<file path="src/rtl/s3_pack_tx_if.sv">
// Bundle of handshake and bus signals for the S3 ternary packer.
// Ports: start, v (2 bits per trit, trit 0 in v[1:0]), out_byte/out_valid/out_ready byte stream,
//        busy, done, err status.
// master = frame source / byte sink side; slave = packer side.
interface s3_pack_tx_if #(
  parameter int N_TRITS = 700
) ();
  logic                   start;
  logic [2*N_TRITS-1:0]   v;
  logic [7:0]             out_byte;
  logic                   out_valid;
  logic                   out_ready;
  logic                   busy;
  logic                   done;
  logic                   err;

  modport master (
    output start, v, out_ready,
    input  out_byte, out_valid, busy, done, err
  );

  modport slave (
    input  start, v, out_ready,
    output out_byte, out_valid, busy, done, err
  );
endinterface

</file>
<file path="src/rtl/s3_pack_tx.sv">
// Packs a 2-bit coded ternary polynomial into bytes, 5 trits per byte in base 3 (S3 pack).
// Latency: byte 0 valid one cycle after start accept; then one byte per cycle at full rate.
// Backpressure: out_byte/out_valid hold while out_ready=0; nothing dropped or duplicated.
//
// Ports:
//   clk8  - clock
//   rst   - synchronous, active-high reset; abandons any frame in progress
//   bus   - slave side of s3_pack_tx_if: start/v frame load, out_byte/out_valid/out_ready
//           byte stream, busy (frame in progress), done (1-cycle end pulse), err (sticky illegal code)
module s3_pack_tx #(
  parameter int N_TRITS = 700
) (
  input  logic           clk8,
  input  logic           rst,
  s3_pack_tx_if.slave    bus
);
  localparam int N_BYTES = N_TRITS / 5;
  localparam int CW      = $clog2(N_BYTES);
  localparam int VW      = 2 * N_TRITS;

  typedef enum logic {IDLE, SEND} state_t;

  state_t          state_q, state_d;
  logic [VW-1:0]   sr_q, sr_d;
  logic [CW-1:0]   cnt_q, cnt_d;
  logic            err_q, err_d;
  logic            done_q, done_d;

  logic [7:0]      pack_byte;
  logic            pack_ill;
  logic [1:0]      code;
  logic            last;

  // The current byte always comes from the low 10 bits of the shift register, so the
  // presented byte and its illegal-code flag are combinational and appear the cycle
  // after the register is loaded or shifted. Horner form: t0 + 3*(t1 + 3*(t2 + ...)).
  always_comb begin
    pack_byte = '0;
    pack_ill  = 1'b0;
    code      = '0;
    for (int j = 4; j >= 0; j--) begin
      code      = sr_q[2*j +: 2];
      pack_ill  = pack_ill | (code == 2'b11);
      pack_byte = (pack_byte * 8'd3) + {6'd0, (code == 2'b11) ? 2'b00 : code};
    end
  end

  assign last = (cnt_q == CW'(N_BYTES - 1));

  always_ff @(posedge clk8) begin
    if (rst) begin
      state_q <= IDLE;
      sr_q    <= '0;
      cnt_q   <= '0;
      err_q   <= 1'b0;
      done_q  <= 1'b0;
    end else begin
      state_q <= state_d;
      sr_q    <= sr_d;
      cnt_q   <= cnt_d;
      err_q   <= err_d;
      done_q  <= done_d;
    end
  end

  always_comb begin
    state_d = state_q;
    sr_d    = sr_q;
    cnt_d   = cnt_q;
    err_d   = err_q;
    done_d  = 1'b0;
    case (state_q)
      IDLE: begin
        if (bus.start) begin
          state_d = SEND;
          sr_d    = bus.v;
          cnt_d   = '0;
          err_d   = 1'b0;
        end
      end
      SEND: begin
        // start is not looked at here, so it is ignored for the whole frame.
        if (bus.out_ready) begin
          // Fold the byte just accepted into the sticky flag so it survives the shift.
          err_d = err_q | pack_ill;
          if (last) begin
            state_d = IDLE;
            done_d  = 1'b1;
          end else begin
            sr_d  = sr_q >> 10;
            cnt_d = cnt_q + 1'b1;
          end
        end
      end
      default: state_d = IDLE;
    endcase
  end

  assign bus.out_valid = (state_q == SEND);
  assign bus.busy      = (state_q == SEND);
  assign bus.out_byte  = pack_byte;
  assign bus.done      = done_q;
  // err reflects the presented byte immediately, plus everything already sent this frame.
  assign bus.err       = err_q | ((state_q == SEND) & pack_ill);

endmodule
</file>
<file path="src/flat_wrapper.sv">
// flat-port wrapper written by rule: the top's interface ports become plain ports
module s3_pack_tx_flat 
#(
  parameter int N_TRITS = 700
)
  (clk8, rst, bus_start, bus_v, bus_out_ready, bus_out_byte, bus_out_valid, bus_busy, bus_done, bus_err);
  s3_pack_tx_if #(.N_TRITS(N_TRITS)) bus_i ();
  input  logic clk8;
  input  logic rst;
  input wire logic [$bits(bus_i.start)-1:0] bus_start;
  input wire logic [$bits(bus_i.v)-1:0] bus_v;
  input wire logic [$bits(bus_i.out_ready)-1:0] bus_out_ready;
  output wire logic [$bits(bus_i.out_byte)-1:0] bus_out_byte;
  output wire logic [$bits(bus_i.out_valid)-1:0] bus_out_valid;
  output wire logic [$bits(bus_i.busy)-1:0] bus_busy;
  output wire logic [$bits(bus_i.done)-1:0] bus_done;
  output wire logic [$bits(bus_i.err)-1:0] bus_err;
  assign bus_i.start = bus_start;
  assign bus_i.v = bus_v;
  assign bus_i.out_ready = bus_out_ready;
  assign bus_out_byte = bus_i.out_byte;
  assign bus_out_valid = bus_i.out_valid;
  assign bus_busy = bus_i.busy;
  assign bus_done = bus_i.done;
  assign bus_err = bus_i.err;
  s3_pack_tx #(.N_TRITS(N_TRITS)) u_core (.clk8(clk8), .rst(rst), .bus(bus_i));
endmodule
</file>
<file path="config.mk">
export PLATFORM = sky130hd
export DESIGN_NAME = s3_pack_tx_flat
export DESIGN_NICKNAME = d
export VERILOG_FILES = /design/src/rtl/s3_pack_tx_if.sv /design/src/rtl/s3_pack_tx.sv /design/src/flat_wrapper.sv
export SDC_FILE = /design/constraint.sdc
export NUM_CORES = 2
export LEC_CHECK = 0
export CELL_PAD_IN_SITES_DETAIL_PLACEMENT = 0
export CELL_PAD_IN_SITES_GLOBAL_PLACEMENT = 1
export CORE_AREA = 2 2 559 561
export CTS_CLUSTER_DIAMETER = 120
export DETAILED_ROUTE_END_ITERATION = 8
export DIE_AREA = 0 0 561 563
export GPL_TIMING_DRIVEN = 1
export HOLD_SLACK_MARGIN = 0.06
export PLACE_DENSITY = 0.48
export SLEW_MARGIN = 15
export SYNTH_ARGS = -nofsm -noshare
export SYNTH_HDL_FRONTEND = slang
export SYNTH_SLANG_ARGS = --single-unit
</file>
<file path="constraint.sdc">
create_clock -name clk8 -period 8.5 [get_ports clk8]
set_clock_uncertainty 0.1 [all_clocks]
set_input_delay 2.55 -clock clk8 [delete_from_list [all_inputs] [get_ports clk8]]
set_output_delay 2.55 -clock clk8 [all_outputs]
set_load 0.01 [all_outputs]
</file>
==> flow_summary.yaml <==
run_status:
  status: "finished with violations"
  violations: "negative setup slack"
placement:
  placed_cells: 11500
  numPortBuffers: 1415
  dp_hpwl_mm: 213
  place_congestion: 0.798
sta:
  finalHoldViolations: 0
  grt_setup_unrepaired: "true"
  timing.hold.ws_ps: 354
  worst_slack_ps: -5.06
  min_period_ps: 8510
  period_share_pct: 100
  setup_viol: 1
  finalMaxSlewViolations: 0
  worstMarginPinSlew_ps: 1330
  fmax_mhz: 118
  slew_headroom_pct: 11.2
hold_path:
  hp-class: "register to register"
  min_from: "u_core.sr_q[1393]"
clock_network:
  cts_tree: "done"
  clk_path_buf_depth: 4
  clk_pin_slew_ps: 60
  cts_buffers: 192
  root_buffer: "clkbuf_16"
  htreeDepth: 4
  cts.sinks: 1411
  insertion_delay_ps: 860
  hold_buffers: 0
setup_path:
  start_kind: "register"
  r2r-start: "u_core.bus.busy"
  cp-startpoint: "u_core.sr_q[9]"
  critical_path_class: "register to output pin"
  critPathMaxFanout: 2
  worst_ep_required_time_ps: 5850
  cp_data_arrival_time_ps: 5860
  crit_path_end_kind: "output pin"
power:
  power_mw: 22.2
  p_int_mw: 15.3
  swShare_pct: 31.0
  ir_drop_mv: 0.498
  combPwrFrac_pct: 28.5
  clkPwrFrac_pct: 36.5
  seq_power_share_pct: 35.0
  switchingPower_mw: 6.88
  cellPowerDensity_mw_per_mm2: 236
  p_leak_nw: 33.1
grt:
  grt_max_degree: 145
  grtUsageTotal_pct: 17.3
  overflow: 0
  antenna_found_initial: 325
  grt_pass1_wl_mm: 398
  grt_pass1_vias: 53100
synthesis:
  avgSynthCellArea_sq_um: 10.9
  syn-num-nets: 7859
  netlist_area_sq_mm: 0.0700
  yosys_warnings: 0
  ys_ff_latch: 1411
  syn_inst: 6409
  yosysUniqueCellTypes: 37
  yosysSeqAreaShare_pct: 40.4
drt:
  postRouteAntennaNets: 0
  routed_via_density: 4.41
  topRoutingLayerUsed: "met5"
  first_pass_iters: 5
  vias: 52600
  drt_iter0_markers: 2793
  drc: 0
  met3WireLength_mm: 26.2
  wl_met1_mm: 112
  dr_wl_met2_mm: 135
  wl_mm: 284
  wire_per_inst_microns: 23.8
cells_and_area:
  num-fill-cells: 31900
  final_cell_count_no_fill: 11900
  layout_common_cells: "clkdlybuf4s50_1 (1409), dfxtp_1 (1408), nor2_1 (1401)"
  seqCellArea_sq_mm: 0.0283
  drive_gt1_share_pct: 24.5
  area.growth.synth_to_final_pct: 34.5
  final_common_cell: "clkdlybuf4s50_1"
  final_nets: 8992
  multi_input_area_sq_mm: 0.0383
die:
  rows: 205
  die_y_microns: 563
  core_area_sq_mm: 0.310
  initial_core_util_pct: 22.6
  ioPinCount: 1416
  dieArea_sq_mm: 0.316
  chipWidth_microns: 561
flow_run:
  maxCapViolations: 0
-- critical path, cell delays in order, from the launching register on --
cell and delay, ps:
dfxtp_2 320, buf_6 110, ha_4 250, inv_2 40, fa_1 560, inv_1 60
fa_1 490, inv_2 50, ha_4 160, fa_2 480, ha_4 310, inv_2 40
fa_2 580, inv_4 50, ha_4 240, ha_4 230, nor2b_1 120, o21a_1 190
o21ai_1 130, nand2b_1 80, a21oi_2 130, xnor3_1 250, buf_2 160
-- final timing paths --
check	endpoint	slack, ps	cells after the start
setup / recovery	bus_out_byte[7]	-5	22
hold / removal	u_core.sr_q[1393]	350	2
setup reg to reg	u_core.sr_q[332]	4030	6
hold reg to reg	u_core.sr_q[1393]	350	2
-- logic make-up after synthesis --
| group | Yosys count | share of synthesized area (%) |
|---|---|---|
| simple gates | 1460 | 8.02 |
| buf+inv | 649 | 5.35 |
| mux | 1391 | 19.9 |
| flops | 1411 | 40.4 |
| fa+ha+maj | 46 | 0.897 |
| compound gates | 1434 | 25.2 |
| xor+xnor | 18 | 0.245 |
-- final cells by class --
type                    count  share of cell area [%]
flip-flops and latches   1411                    30.0
clock inverters            38                   0.467
inverters                  25                   0.102
diodes                     90                   0.239
clock buffers             302                    6.15
well taps                4140                    5.50
multi-input cells        4349                    40.7
repair buffers           1563                    16.8
-- power groups by stage --
| stage | Sequential, mW | Combinational [mW] | Clock, mW |
|---|---|---|---|
| after global placement | 7.92 | 5.94 | 0 |
| after global routing | 7.86 | 6.90 | 8.67 |
| after CTS | 7.79 | 6.38 | 8.47 |
| after detailed placement | 7.93 | 5.95 | 0 |
| final | 7.78 | 6.33 | 8.12 |
| after floorplan | 7.73 | 3.72 | 0 |
-- per-layer routing --
| layer | vias up | GRT usage, % |
|---|---|---|
| li1 | 25700 | - |
| met1 | 24400 | 19.4 |
| met2 | 1489 | 29.4 |
| met3 | 751 | 7.40 |
| met4 | 238 | 5.27 |
| met5 | - | 0 |
-- synthesized netlist by cell type, drive strengths merged --
cell type	number	share of area, %
nand3b	10	0.11
mux2i	1391	20
dfxtp	1411	40
fa	7	0.20
or3	1	0.0089
a41oi	1	0.023
nor3	4	0.029
and2	2	0.018
nor3b	1	0.011
o21a	2	0.021
xnor3	1	0.032
xnor2	13	0.16
ha	39	0.70
a211oi	1394	25
or2	2	0.018
nand2	16	0.086
a21o	4	0.043
nor2b	11	0.098
nand3	1	0.0071
nand2b	4	0.036
a22oi	1	0.011
and3	2	0.018
a222oi	1	0.014
nor4b	1	0.034
xor2	4	0.050
a21oi	23	0.16
inv	25	0.13
o21bai	3	0.032
buf	279	3.4
nand4	3	0.027
o21ai	5	0.036
nor2	1402	7.5
clkbuf	345	1.9
-- what timing repair did --
item / CTS / global route
gates resized for setup: 64 / 10
buffers inserted: 4 / 1
endpoints found under the hold margin: 0 / 0
pin swaps: 29 / 18
setup endpoints to repair: 6 / 4
-- sequential cells by signal, summed over array words and instances, names as in the netlist --
signal,flops
u_core.sr_q,1400
u_core.cnt_q,8
u_core.bus.done,1
u_core.err_q,1
u_core.bus.busy,1
-- per-stage QoR --
step	utilization, %	TNS [ps]	cell area, sq um	setup WS [ps]
6_report	30.3	-5.06	94100	-5.06
5_1_grt	30.3	-607	94000	-310
4_1_cts	30.2	-110	93800	-110
3_5_place_dp	28.1	-35.9	87300	-35.9
3_3_place_gp	28.1	-159	87300	-159
2_1_floorplan	-	0	70000	629
No activity file was read; power rests on OpenSTA's default activity.
